<file path="src/rtl/tag_free_list.sv">
// Rename-tag free list: circular FIFO of free tags with alloc/free handshakes and flush recovery.
// Define TAG_FREE_LIST_CHECK_EN to add in-use tracking and the sticky err flag.
module tag_free_list #(
  parameter int TAG_W    = 4,
  parameter int NUM_TAGS = 15,
  parameter int CNT_W    = 4
) (
  input  logic             clk,
  input  logic             rst,
  input  logic             alloc_req,
  output logic             alloc_gnt,
  output logic [TAG_W-1:0] alloc_tag,
  input  logic             free_en,
  input  logic [TAG_W-1:0] free_tag,
  input  logic             flush,
  output logic [CNT_W-1:0] free_cnt,
  output logic             empty,
  output logic             err
);

  logic [TAG_W-1:0] r_mem [NUM_TAGS];
  logic [TAG_W-1:0] r_head;
  logic [TAG_W-1:0] r_tail;
  logic [CNT_W-1:0] r_cnt;
  logic             r_empty;

  logic             w_gnt;
  logic             w_in_range;
  logic             w_full;
  logic             w_owned;
  logic             w_free_ok;
  logic [CNT_W-1:0] w_cnt_nxt;

  // Pointers wrap at NUM_TAGS-1, which need not be a power of two.
  function automatic logic [TAG_W-1:0] ptr_inc(input logic [TAG_W-1:0] p);
    return (p == TAG_W'(NUM_TAGS - 1)) ? '0 : p + 1'b1;
  endfunction

  assign w_in_range = (free_tag < TAG_W'(NUM_TAGS));
  assign w_full     = (r_cnt == CNT_W'(NUM_TAGS));
  assign w_gnt      = alloc_req & ~r_empty & ~flush & ~rst;
  assign w_free_ok  = free_en & ~flush & w_in_range & ~w_full & w_owned;

  assign alloc_gnt = w_gnt;
  assign alloc_tag = r_mem[r_head];
  assign free_cnt  = r_cnt;
  assign empty     = r_empty;

  always_comb begin
    w_cnt_nxt = r_cnt;
    if (flush)
      w_cnt_nxt = CNT_W'(NUM_TAGS);
    else if (w_gnt && !w_free_ok)
      w_cnt_nxt = r_cnt - 1'b1;
    else if (!w_gnt && w_free_ok)
      w_cnt_nxt = r_cnt + 1'b1;
  end

  always_ff @(posedge clk or posedge rst) begin
    if (rst) begin
      for (int i = 0; i < NUM_TAGS; i++)
        r_mem[i] <= TAG_W'(i);
      r_head  <= '0;
      r_tail  <= '0;
      r_cnt   <= CNT_W'(NUM_TAGS);
      r_empty <= 1'b0;
    end else begin
      r_cnt   <= w_cnt_nxt;
      r_empty <= (w_cnt_nxt == '0);
      if (flush) begin
        for (int i = 0; i < NUM_TAGS; i++)
          r_mem[i] <= TAG_W'(i);
        r_head <= '0;
        r_tail <= '0;
      end else begin
        if (w_gnt)
          r_head <= ptr_inc(r_head);
        if (w_free_ok) begin
          r_mem[r_tail] <= free_tag;
          r_tail        <= ptr_inc(r_tail);
        end
      end
    end
  end

`ifdef TAG_FREE_LIST_CHECK_EN
  logic [NUM_TAGS-1:0] r_in_use;
  logic                r_err;
  logic                w_bad;

  // A tag may only come back while it is held by the pipeline.
  assign w_owned = w_in_range & r_in_use[free_tag];
  assign w_bad   = free_en & ~flush & ~(w_in_range & ~w_full & w_owned);
  assign err     = r_err;

  always_ff @(posedge clk or posedge rst) begin
    if (rst) begin
      r_in_use <= '0;
      r_err    <= 1'b0;
    end else if (flush) begin
      r_in_use <= '0;
      r_err    <= 1'b0;
    end else begin
      if (w_gnt)
        r_in_use[r_mem[r_head]] <= 1'b1;
      if (w_free_ok)
        r_in_use[free_tag] <= 1'b0;
      if (w_bad)
        r_err <= 1'b1;
    end
  end
`else
  assign w_owned = 1'b1;
  assign err     = 1'b0;
`endif

endmodule

</file>
<file path="config.mk">
export PLATFORM = sky130hd
export DESIGN_NAME = tag_free_list
export DESIGN_NICKNAME = d
export VERILOG_FILES = /design/src/rtl/tag_free_list.sv
export SDC_FILE = /design/constraint.sdc
export NUM_CORES = 1
export LEC_CHECK = 0
export BUFFER_PORTS_ARGS = -buffer_cell sky130_fd_sc_hd__buf_2
export CORE_MARGIN = 5
export CORE_UTILIZATION = 46
export DETAILED_ROUTE_END_ITERATION = 8
export HOLD_SLACK_MARGIN = 0.12
export PLACE_DENSITY_LB_ADDON = 0.15
export SLEW_MARGIN = 40
export SYNTH_ARGS = -nofsm -noshare
export SYNTH_HDL_FRONTEND = slang
export SYNTH_SLANG_ARGS = --single-unit
</file>
<file path="constraint.sdc">
create_clock -name clk -period 2.6 [get_ports clk]
set_input_delay 0.26 -clock clk [delete_from_list [all_inputs] [get_ports clk]]
set_output_delay 0.26 -clock clk [all_outputs]
set_load 0.02 [all_outputs]
</file>
==> results.cfg <==
[synth]
ys_ff_latch = 73
synth_edf_count = 0
synth_area_per_cell_um2 = 11.4
synth.top_cell.area_share_pct = 25.7
synth.distinct_cells = 50
yosysSeqAreaShare_pct = 46.8
syn_nets = 362
synthSimpleGateAreaFrac_pct = 16.6
netlist_instances = 349
synth_top_flop_cell = dfrtp_1
async_flop_share_pct = 100
synthXorXnorAreaFrac_pct = 0.439
yosys.area_share.adder_pct = 1.76
synth_top_family_by_area = multiplexers
syn_area_mm2 = 0.00399
synth_top_cell_by_area = dfrtp_1
synth_area_leaders = dfrtp_1, dfstp_2, mux2i_1
synthMuxAreaShare_pct = 24.3
yosysWarningCount = 0
synth_compound_area_share_pct = 5.93

[placed_design]
gp_congestion = 0.780
post_dp_cell_area_mm2 = 0.00420
io_buffers = 18
place_ws_ns = 0.358
place_hpwl_um = 6090
dp.cells = 459

[floorplanning]
die_x_um = 103
rows = 34
die_y_um = 103
initial_core_util_pct = 46.4
die-area_mm2 = 0.0106
coreArea_mm2 = 0.00859
ioPinCount = 20

[drt]
vias_per_cell = 5.62
drt_drc_violations_left = 0
route.top_layer_used = met4
wl_met2_um = 4260
drt_first_iter_violations = 170
wl_met3_um = 433
wl_met1_um = 4320
drt_first_pass_iters = 4
antenna_left = 0
routedWlPerCell_um = 19.0
vias = 2676
routed_wl_um = 9050

[clock_network]
clock_latency_ns = 0.35
ctsHtreeMaxLevel = 3
cts_setup_buffers = 0
clk_pin_slew_ns = 0.07
cts_buffers = 9
cts_buffer_depth = 2
cts_tree = done
clockRootBuffer = clkbuf_8
clock-sinks = 73
hold_buffers = 1
ctsResizeCount = 0

[timing]
rsz0062_at_grt = false
timing.fmax_mhz = 432
slew_headroom_pct = 56.3
worst_clock_skew_ns = 0.0123
timing_hold_violations_final = 0
worst_pin_slew_ns = 0.654
maxSlewViolCount = 0
timing.final.ws_setup_ns = 0.288
finalSetupTns_ns = 0
setup_viol = 0
period_needed_ns = 2.31
fin_crit_sh_pct = 88.9

[setup_path]
worstSetupPathType = reg -> out
cpPeakStageDelay_ns = 0.65
start_kind = flip-flop
crit_path_max_fanout = 11
endpoint_kind = output port
critPathArrivalTime_ns = 2.05
required_ns = 2.34
slowest_stage = dfrtp_1
worstPathCellList = clkinv_1 -> mux2i_1 -> o21ai_0 -> buf_2

[global_route]
antenna_found_initial = 0
grt_max_degree = 70
grt_pass1_wl_um = 15200
grt_pass1_vias = 2781
track_usage_pct = 18.8
grt-ovfl-total = 0

[job]
cap_violations = 0

[finish]
syn_to_final_growth_pct = 11.6
drive_gt1_share_pct = 29.6
finish.utilization_pct = 51.8
fillers = 773
final_cells = 476
finalInstanceArea_mm2 = 0.00445
fin_nets = 376
antenna_cells = 0

[hold_path]
hold_path_class = in -> async

[status]
status = complete, no violations

[power]
powerDensity_mw_per_mm2 = 578
peakVddDrop_mv = 0.255
p_leak_nw = 1.68
## Yosys cell counts, drive strengths merged (2+ instances only)
cell type,n
nand2,39
mux4,12
o211ai,9
nor2,36
dfstp,32
maj3,2
buf,10
mux2i,70
ha,4
nor3,10
nor4,7
o21ai,10
nand2b,7
inv,6
xnor2,2
dfrtp,41
nand3,4
a21oi,6
nand4,4
clkbuf,16
## logic make-up after synthesis
| logic type | count (synthesis) |
|---|---|
| xor gates and xnor gates | 2 |
| adders and majority gates | 6 |
| and+or+nand+nor | 116 |
| DFF | 73 |
| AOI/OAI and AO/OA | 36 |
| other | 1 |
| muxes | 82 |
| buffers and inverters | 33 |
## routing by layer
layer	GRT usage [%]	vias to the layer above
li1	-	1268
met1	27.6	1340
met2	28.8	63
met3	3.38	5
met4	4.78	0
met5	0	-
## area by class of cell
cell class,instances,area [µm²],area share (%)
clock buffer,11,141,3.18
clock inverter,5,103,2.30
inverter,7,31.3,0.703
multi-input combinational,243,1960,44.1
sequential,73,1870,41.9
tap,108,135,3.04
timing repair buffer,29,213,4.78
## worst paths after layout
check	startpoint	to	slack [ns]	depth (start not counted)
worst max-delay path	r_head[1]	alloc_tag[1]	0.29	4
worst min-delay path	rst	empty	0.34	3
worst max register to register	free_cnt[0]	r_mem[21]	0.35	7
worst min register to register	r_mem[0]	r_mem[0]	0.52	2
max in group asynchronous	rst	r_mem[34]	1.65	4
min in group clk	free_tag[3]	r_mem[27]	0.36	3
## critical path, delay by kind of cell, from the launching register on
kind / cells / cell delay, ns
multiplexers: 1 / 0.23
buffers and inverters: 2 / 0.61
AO/OA/AOI/OAI: 1 / 0.21
flip-flops: 1 / 0.65
## flip-flops by register name (all words and copies together) (netlist names)
register	cells
r_mem	60
free_cnt	4
r_head	4
r_tail	4
empty	1
## power breakdown
part	leakage (nW)	internal [mW]	switching [mW]
sequential	0.908	1.16	0.0260
clock	0.120	0.663	0.433
combinational	0.649	0.111	0.183
## layout by cell type, fill, tap and decap left out, drive strengths merged, types with 2 or more instances in the layout
master,n
o211ai,9
mux4,12
o21ai,10
nand3,4
clkinv,2
a21oi,6
inv,6
buf,28
ha,4
clkbuf,11
dfstp,32
mux2i,70
nand4,4
nor4,7
xnor2,2
maj3,2
bufinv,3
nand2,39
nand2b,7
nor2,36
nor3,10
dfrtp,41
## stage by stage
stage / hold WS, ns / power (mW)
2_1_floorplan: 0.416 / 1.41
3_3_place_gp: 0.149 / 1.50
3_5_place_dp: 0.152 / 1.50
4_1_cts: 0.332 / 2.60
5_1_grt: 0.347 / 2.68
6_report: 0.338 / 2.57
Note: power is estimated with default switching activity, not from simulation.
